==> src/rtl/student_tlul_socket_1n.sv <==
// ---------------------------------------------------------------------------
// tlul_pkg: minimal TL-UL channel structs and opcodes used by the socket.
//
// student_tlul_socket_1n: one TL-UL host to NUM devices.
//   clk_i        clock
//   rst_ni       asynchronous active-low reset
//   tl_host_i    host A channel plus host d_ready
//   tl_host_o    host D channel plus a_ready
//   tl_device_o  per-device D channels plus a_ready (inputs to the socket)
//   tl_device_i  per-device A channels plus d_ready (outputs of the socket)
//
// Handshake rule on every channel: a beat transfers in a cycle where both
// valid and ready are high at the rising clock edge. valid never waits on
// ready. This socket adds no buffering; A and D pass through combinationally.
//
// The device-select field a_address[SEL_MSB:SEL_LSB] picks the device. Any
// value >= NUM goes to an internal error responder (ERR). Requests to the
// device currently in flight are admitted up to MAX_OUT outstanding. A
// request to any other target waits until every outstanding response has
// returned, which keeps D responses in request order.
// ---------------------------------------------------------------------------
package tlul_pkg;
  localparam logic [2:0] PUT_FULL_DATA    = 3'h0;
  localparam logic [2:0] PUT_PARTIAL_DATA = 3'h1;
  localparam logic [2:0] GET              = 3'h4;
  localparam logic [2:0] ACCESS_ACK       = 3'h0;
  localparam logic [2:0] ACCESS_ACK_DATA  = 3'h1;

  typedef struct packed {
    logic        a_valid;
    logic [2:0]  a_opcode;
    logic [2:0]  a_param;
    logic [1:0]  a_size;
    logic [7:0]  a_source;
    logic [31:0] a_address;
    logic [3:0]  a_mask;
    logic [31:0] a_data;
    logic        d_ready;
  } tl_h2d_t;

  typedef struct packed {
    logic        d_valid;
    logic [2:0]  d_opcode;
    logic [2:0]  d_param;
    logic [1:0]  d_size;
    logic [7:0]  d_source;
    logic        d_sink;
    logic [31:0] d_data;
    logic        d_error;
    logic        a_ready;
  } tl_d2h_t;
endpackage

module student_tlul_socket_1n #(
  parameter int NUM     = 2,
  parameter int SEL_MSB = 23,
  parameter int SEL_LSB = 20,
  parameter int MAX_OUT = 4
) (
  input  logic                        clk_i,
  input  logic                        rst_ni,
  input  tlul_pkg::tl_h2d_t           tl_host_i,
  output tlul_pkg::tl_d2h_t           tl_host_o,
  input  tlul_pkg::tl_d2h_t [NUM-1:0] tl_device_o,
  output tlul_pkg::tl_h2d_t [NUM-1:0] tl_device_i
);
  import tlul_pkg::*;

  localparam int SW = SEL_MSB - SEL_LSB + 1;
  // Index width holds device numbers 0..15 plus the ERR code (NUM <= 16).
  localparam int IW = 5;
  localparam logic [IW-1:0] ERR = IW'(NUM);
  localparam int CW = 4;
  localparam logic [CW-1:0] CNT_MAX = CW'(MAX_OUT);

  typedef enum logic {E_IDLE, E_RESP} err_state_e;

  err_state_e    err_state;
  logic [IW-1:0] cur;
  logic [CW-1:0] cnt;
  logic [7:0]    err_source;
  logic [1:0]    err_size;
  logic          err_is_get;

  logic [SW-1:0] sel;
  logic [IW-1:0] tgt;
  logic          allow;
  logic          dev_a_ready;
  logic          host_a_ready;
  logic          host_d_valid;
  logic          a_hs;
  logic          d_hs;
  tl_d2h_t       d_sel;

  assign sel = tl_host_i.a_address[SEL_MSB:SEL_LSB];
  assign tgt = (IW'(sel) >= ERR) ? ERR : IW'(sel);

  // Admission uses the registered count, so a target switch granted on the
  // last drain beat only takes effect the following cycle.
  assign allow = (cnt == '0) || ((tgt == cur) && (tgt != ERR) && (cnt < CNT_MAX));

  always_comb begin
    dev_a_ready = 1'b0;
    for (int i = 0; i < NUM; i++) begin
      if (tgt == IW'(i)) dev_a_ready = tl_device_o[i].a_ready;
    end
  end

  assign host_a_ready = rst_ni && allow &&
                        ((tgt == ERR) ? (err_state == E_IDLE) : dev_a_ready);
  assign a_hs = tl_host_i.a_valid && host_a_ready;

  // A channel fans out to every device; only the selected, admitted one
  // sees a_valid. Only the in-flight device may return D beats.
  always_comb begin
    for (int i = 0; i < NUM; i++) begin
      tl_device_i[i]         = tl_host_i;
      tl_device_i[i].a_valid = rst_ni && tl_host_i.a_valid && allow && (tgt == IW'(i));
      tl_device_i[i].d_ready = rst_ni && tl_host_i.d_ready && (cur == IW'(i));
    end
  end

  always_comb begin
    d_sel = '0;
    if (cur == ERR) begin
      d_sel.d_valid  = (err_state == E_RESP);
      d_sel.d_opcode = err_is_get ? ACCESS_ACK_DATA : ACCESS_ACK;
      d_sel.d_size   = err_size;
      d_sel.d_source = err_source;
      d_sel.d_error  = 1'b1;
    end else begin
      for (int i = 0; i < NUM; i++) begin
        if (cur == IW'(i)) d_sel = tl_device_o[i];
      end
    end
  end

  assign host_d_valid = rst_ni && d_sel.d_valid;
  assign d_hs         = host_d_valid && tl_host_i.d_ready;

  always_comb begin
    tl_host_o         = d_sel;
    tl_host_o.d_valid = host_d_valid;
    tl_host_o.a_ready = host_a_ready;
  end

  always_ff @(posedge clk_i or negedge rst_ni) begin
    if (!rst_ni) begin
      cur        <= '0;
      cnt        <= '0;
      err_state  <= E_IDLE;
      err_source <= '0;
      err_size   <= '0;
      err_is_get <= 1'b0;
    end else begin
      if (a_hs) cur <= tgt;

      if (a_hs && !d_hs && (cnt != CNT_MAX)) cnt <= cnt + CW'(1);
      else if (d_hs && !a_hs && (cnt != '0)) cnt <= cnt - CW'(1);

      case (err_state)
        E_IDLE: begin
          if (a_hs && (tgt == ERR)) begin
            err_source <= tl_host_i.a_source;
            err_size   <= tl_host_i.a_size;
            err_is_get <= (tl_host_i.a_opcode == GET);
            err_state  <= E_RESP;
          end
        end
        E_RESP: begin
          // While an error is pending cur is ERR, so d_ready alone completes it.
          if (tl_host_i.d_ready) err_state <= E_IDLE;
        end
        default: err_state <= E_IDLE;
      endcase
    end
  end
endmodule

==> config.mk <==
export PLATFORM = sky130hd
export DESIGN_NAME = student_tlul_socket_1n
export DESIGN_NICKNAME = d
export VERILOG_FILES = /design/src/rtl/student_tlul_socket_1n.sv
export SDC_FILE = /design/constraint.sdc
export NUM_CORES = 1
export LEC_CHECK = 0
export CAP_MARGIN = 20
export CORE_AREA = 2 2 160 162
export DETAILED_ROUTE_END_ITERATION = 6
export DIE_AREA = 0 0 162 164
export GPL_ROUTABILITY_DRIVEN = 0
export PLACE_DENSITY = 0.54
export SLEW_MARGIN = 20
export SYNTH_ARGS = -nofsm -noshare
export SYNTH_HDL_FRONTEND = slang
export SYNTH_SLANG_ARGS = --single-unit
==> constraint.sdc <==
create_clock -name clk_i -period 4.3 [get_ports clk_i]
set_input_delay 1.075 -clock clk_i [delete_from_list [all_inputs] [get_ports clk_i]]
set_output_delay 1.075 -clock clk_i [all_outputs]
set_load 0.01 [all_outputs]
## After elaboration in Yosys (flattened, before gate mapping)

Index checks and enable logic that the tools add are counted.
W data, S select, Z words.

| storage, ports and cells | value |
|---|---|
| bits in registers | 21 |
| bits of input ports | 192 |

| cells by class | value |
|---|---|
| add/subtract/negate cells | 2 |
| $lt $le $gt $ge | 2 |
| equal/unequal tests | 8 |
| muxes and demuxes | 17 |
| bitwise gates (word level) | 1 |
| reduce and logical (&&, ||, !) cells | 28 |

Operators with widths:

| cell | number |
|---|---|
| $mux W52 | 2 |
| $mux W33 | 1 |
| $logic_and A1 B1 Y1 | 19 |
| $mux W4 | 4 |
| $logic_not A5 Y1 | 2 |
| $mux W10 | 1 |
| $mux W1 | 7 |
| $eq A4 B5 Y1 | 1 |
| $eq A5 B1 Y1 const B | 1 |
| $eq A5 B2 Y1 const B | 1 |
| $add A4 B1 Y4 const B | 1 |
| $eq A4 B1 Y1 const B | 1 |
| $eq A4 B2 Y1 const B | 1 |
| $ge A4 B2 Y1 const B | 1 |
| $logic_not A4 Y1 | 1 |
| $lt A4 B3 Y1 const B | 1 |
| $ne A4 B2 Y1 const B | 1 |
| $ne A4 B3 Y1 const B | 1 |
| $reduce_bool A4 Y1 | 1 |
| $sub A4 B1 Y4 const B | 1 |
| $eq A3 B3 Y1 const B | 1 |
| $mux W3 | 1 |
| $logic_not A1 Y1 | 2 |
| $pmux W1 S2 | 1 |
| 4 further kinds | 4 |

## Logic depth before layout (Yosys ltp)

Gate-level depths: netlist of the first run.

| logic depth | value |
|---|---|
| word-level depth | 14 |
| gate-level depth with buffers | 11 |
| mapped depth without buffers | 10 |

## Worst setup path after synthesis of the first run

Ideal clock, no wire load.

| timing | value |
|---|---|
| path kind | input-to-reg |
| start | input port tl_host_i[59] (netlist bit) |
| end | register cnt[3] |
| setup time | 124 ps |
| arrival time | 3,179 ps |
| required time | 4,176 ps |
| slack | 997 ps |
| cell stages on the path | 10 |
| buffers on the path | 0 |
| path through | nor3_4 mux2i_1 nand4_4 or2_2 ha_1 a21o_1 a21oi_1 and4b_1 mux2i_1 xnor2_1 |

| between the ends | value |
|---|---|
| cells in the longest elaborated chain, start to end | 13 |

Ends and longest elaborated chain:

| element | RTL line | source |
|---|---|---|
| start, declared | 62 | `input tlul_pkg::tl_h2d_t tl_host_i,` |
| $ge A4 B2 Y1 | 96 | `assign tgt = (IW'(sel) >= ERR) ? ERR : IW'(sel);` |
| $mux W4 (*) | 96 |  |
| $eq A4 B5 Y1 or $ne A4 B2 Y1 (tied branches) | 100 | `assign allow = (cnt == '0) \|\| ((tgt == cur) && (tgt != ERR) && (cnt < CNT_MAX));` |
| $logic_and A1 B1 Y1 (2 in a row) | 100 |  |
| $logic_or A1 B1 Y1 | 100 |  |
| $logic_and A1 B1 Y1 | 109 | `assign host_a_ready = rst_ni && allow &&` |
| $logic_and A1 B1 Y1 (*) | 109 |  |
| $logic_and A1 B1 Y1 (*) | 111 | `assign a_hs = tl_host_i.a_valid && host_a_ready;` |
| $logic_not A1 Y1 | 159 | `else if (d_hs && !a_hs && (cnt != '0)) cnt <= cnt - CW'(1);` |
| $logic_and A1 B1 Y1 (2 in a row) | 159 |  |
| $reduce_bool A2 Y1 (no source line) | - |  |
| end signal, assigned | 158 | `if (a_hs && !d_hs && (cnt != CNT_MAX)) cnt <= cnt + CW'(1);` |
| end signal, assigned | 159 |  |
| end, declared | 80 | `logic [CW-1:0] cnt;` |

Every way passes the cells marked *; elsewhere a longest branch is shown, timed or not.
A chain may end at the register's enable or synchronous reset.

==> impl.org, run 1 <==
** Outcome
- Result of the run :: finished clean

** Drt
- In the routed design, unresolved DRC markers number 0.
- Dividing the detail-routed wire length by the instance count gives 17.8 um.
- The first routing iteration left 55 violations.
- Once detail routing completed, the nets flagged for antenna violations numbered 0.
- Before antenna repair, the detailed router went through 4 iterations.
- After detailed routing, the total wire length is 13500 um.
- Overall via count from detail_route :: 2563
- Using the TritonRoute via totals, the vias-per-cell ratio works out to 3.39.

** Clock network
- Resized cells post-CTS :: 0
- Clock root cell :: clkbuf_16
- CTS H-tree depth :: 1
- For this design, the sink count on the clock tree is 20.
- In this run, post-CTS hold repair placed 0 buffers.
- Number of buffers created by CTS :: 3
- Number of setup buffers added after CTS :: 0
- Worst skew pair latency :: 260 ps
- CTS tree :: built
- Register clock-pin slew on the reported worst setup and hold paths :: 60 ps
- Counting along the longest clock path gives a buffer depth of 2.

** Setup path
- On the worst path, the slowest cell contributes a delay of 570 ps.
- Walking the worst path, the cells encountered are clkdlybuf4s50_1 > nor3_4 > a41o_2 > nand3_1 > nor3b_1 > clkdlybuf4s50_1.
- Worst setup SP type :: primary input
- In this run the worst path has a maximum fanout of 3.
- STA classifies the critical path endpoint as an output port.
- Crit-path slowest cell :: clkdlybuf4s50_1
- Required time of the worst setup path :: 3220 ps
- By startpoint and endpoint, the worst setup path is classified as primary input to output port.
- The cell that appears most often on the critical path is clkdlybuf4s50_1.
- Arrival time at the worst endpoint :: 2940 ps

** Global routing
- Global-route wire length before repair :: 18100 um
- The number of antenna violations at the first check in global routing is 0.
- The total overflow left after global routing is 0.
- Entering global routing, the biggest net connects 39 pins.
- GR Util All Layers :: 9.43%
- The number of global-route vias before repair was 2715.

** Placement
- Instance area after placement :: 0.00449 mm^2
- Port buffering added 214 buffers.
- Summed over all nets, the half-perimeter wirelength after detailed placement is 11400 um.

** Timing
- On the final layout, the worst clock skew is 3.68 ps.
- Hold violation count in the final report :: 0
- Tightest Pin Transition :: 801 ps
- Fin. max-slew vios :: 0
- For this run, the top clock speed supported by timing is 0.249 GHz.
- The worst path needs 4010 ps of the cycle, external delays included.
- In this run the tightest slew margin relative to its limit is 46.6%.
- After layout, the worst path uses 93.3% of the clock period.
- Count of final setup violators :: 0
- Total negative slack for setup checks :: 0 ps
- Setup repair after global routing missed its margin :: no

** Synthesis
- Area of the mapped netlist :: 0.00319 mm^2
- Number of distinct library cells after synthesis :: 40
- For this run, the leading register cell type out of synthesis is dfrtp_1.
- Net count after synthesis :: 578
- Number of instances in the synthesized netlist :: 383
- The share of the Yosys chip area taken by registers is 15.7%.
- The Yosys step of the flow raised 0 warnings.
- Yosys instantiated no cell more often than buf_4.
- buf_4 takes more of the synthesized area than any other cell.
- Counting instances in the post-synthesis netlist gives the leading cell types as 170 x buf_4, 53 x mux2i_1, 41 x nor2_1, 20 x dfrtp_1, 15 x nand2_1.
- Counting flops with a built-in enable in the synthesized netlist gives 0.
- Fraction of synthesis flops using an asynchronous set or reset pin :: 100%
- Each instance of the synthesized netlist takes up on average 8.33 um^2.
- Fraction of synthesized cell area taken by the top area cell type :: 40.0%
- By area the synthesized netlist is led by buf_4 40%, mux2i_1 17%, dfrtp_1 16%.
- The synthesized design contains 20 register bits.

** Pwr
- Leak Pwr :: 1.63 nW
- Power spread over the standard cell area amounts to 430 mW/mm^2.
- VDD IR-drop max :: 0.219 mV
- Overall power after layout :: 1.98 mW

** Floorplan
- Die ar. :: 0.0266 mm^2
- Chip Width :: 162 um
- Placeable Area :: 0.0248 mm^2
- The floorplan has 58 rows.
- IO Pins :: 416
- Die outline height :: 164 um
- The initial utilization of the core area, before any placement, comes to 12.9%.

** Cells and area
- Signed area change from the synthesized netlist to the final layout :: 44.1%
- 0 antenna diodes ended up in the layout.
- The net count of the finished layout is 622.
- After routing the design area is 0.00459 mm^2.
- Count of filler cells inserted in the layout :: 2819
- Proportion of layout cells with a drive suffix above 1 :: 9.62%

** Hold path
- The min-delay analysis places its worst path in the category register to register.

** Job
- Max Cap Viol :: 0
-- per-layer routing --
layer | wire length [um] | global-route usage, % | up-vias | share of wire [%]
met2 | 5780 | 14.5 | 232 | 43
li1 | - | - | 1180 | -
met3 | 2130 | 5.78 | 39 | 16
met4 | 539 | 4.26 | 0 | 4.0
met1 | 5020 | 10.4 | 1112 | 37
met5 | 0 | 0 | - | 0
-- worst max-delay path: cells and delay by family --
kind                   cells  cell delay [ps]
and+or+nand+nor            3              560
buffers and inverters      2             1050
AOI/OAI and AO/OA          1              250
-- report_power, final --
part,switching [mW],internal [mW],total [mW]
sequential,0.108,0.272,0.379
combinational,0.601,0.730,1.33
clock,0.0819,0.185,0.267
total,0.790,1.19,1.98
-- flip-flops by register name, summed over array words and instances (netlist names) --
name,flops
cnt,4
err_source,8
err_size,2
cur,4
err_is_get,1
err_state,1
-- cells in the final DEF, fill, tap and decap left out, types with 3 or more instances in the layout --
cell type / netlist / final
o21ai_0: 13 / 13
mux2_4: 3 / 3
buf_4: 170 / 9
nor2_1: 41 / 41
dfrtp_1: 20 / 19
nand2b_1: 3 / 3
clkdlybuf4s50_1: 0 / 214
nand2_1: 15 / 15
mux2_2: 10 / 10
clkbuf_16: 0 / 3
mux2i_1: 53 / 53
inv_1: 3 / 3
xnor2_1: 3 / 3
nor3_1: 6 / 5
-- worst paths after layout --
kind	start	end	slack (ps)	cells after the start
worst max-delay path	tl_host_i[59]	tl_device_i[85]	290	6
worst min-delay path	err_source[6]	err_source[6]	510	1
worst max register to register	cur[0]	cnt[3]	1360	10
worst min register to register	err_source[6]	err_source[6]	510	1
max in group asynchronous	rst_ni	cur[0]	2570	2
min in group asynchronous	rst_ni	cnt[0]	1470	2
-- through the flow --
step	worst slack (ps)	util [%]	hold WS, ps	instances
floorplan	997	-	481	383
global placement	297	18.1	493	752
detailed placement	259	18.1	499	752
CTS	284	18.5	518	756
global route	194	18.5	532	756
finish	287	18.5	512	756
-- layout make-up --
| class | instances | area [um^2] | area share [%] |
|---|---|---|---|
| flip-flops and latches | 20 | 504 | 11.0 |
| clock buffers | 3 | 75.1 | 1.63 |
| multi-input cells | 176 | 1350 | 29.4 |
| inverters | 3 | 11.3 | 0.245 |
| repair buffers | 223 | 2210 | 48.1 |
| well taps | 330 | 413 | 8.99 |
| clock inverters | 1 | 30.0 | 0.654 |
-- kinds of logic after synthesis --
kind of cell	synth area share (%)
flops	15.7
buf+inv	42.1
compound gates	5.26
mux	21.6
xor+xnor	1.10
simple gates	12.8
fa+ha+maj	1.41
(Power assumes the default switching activity.)
==> run 2: changes to the inputs <==
--- a/config.mk
+++ b/config.mk
@@ -11,6 +11,7 @@
 export DIE_AREA = 0 0 162 164
 export GPL_ROUTABILITY_DRIVEN = 0
 export PLACE_DENSITY = 0.54
+export SKIP_LAST_GASP = 1
 export SLEW_MARGIN = 20
 export SYNTH_ARGS = -nofsm -noshare
 export SYNTH_HDL_FRONTEND = slang
==> results of run 2 <==
The final DEF is identical to that of run 1; final timing and power are the same.
==> run 3: changes to the inputs <==
--- a/config.mk
+++ b/config.mk
@@ -10,6 +10,7 @@
 export DETAILED_ROUTE_END_ITERATION = 6
 export DIE_AREA = 0 0 162 164
 export GPL_ROUTABILITY_DRIVEN = 0
+export HOLD_SLACK_MARGIN = 0.12
 export PLACE_DENSITY = 0.54
 export SKIP_LAST_GASP = 1
 export SLEW_MARGIN = 20
==> results of run 3 <==
The final DEF is identical to that of run 1; final timing and power are the same.
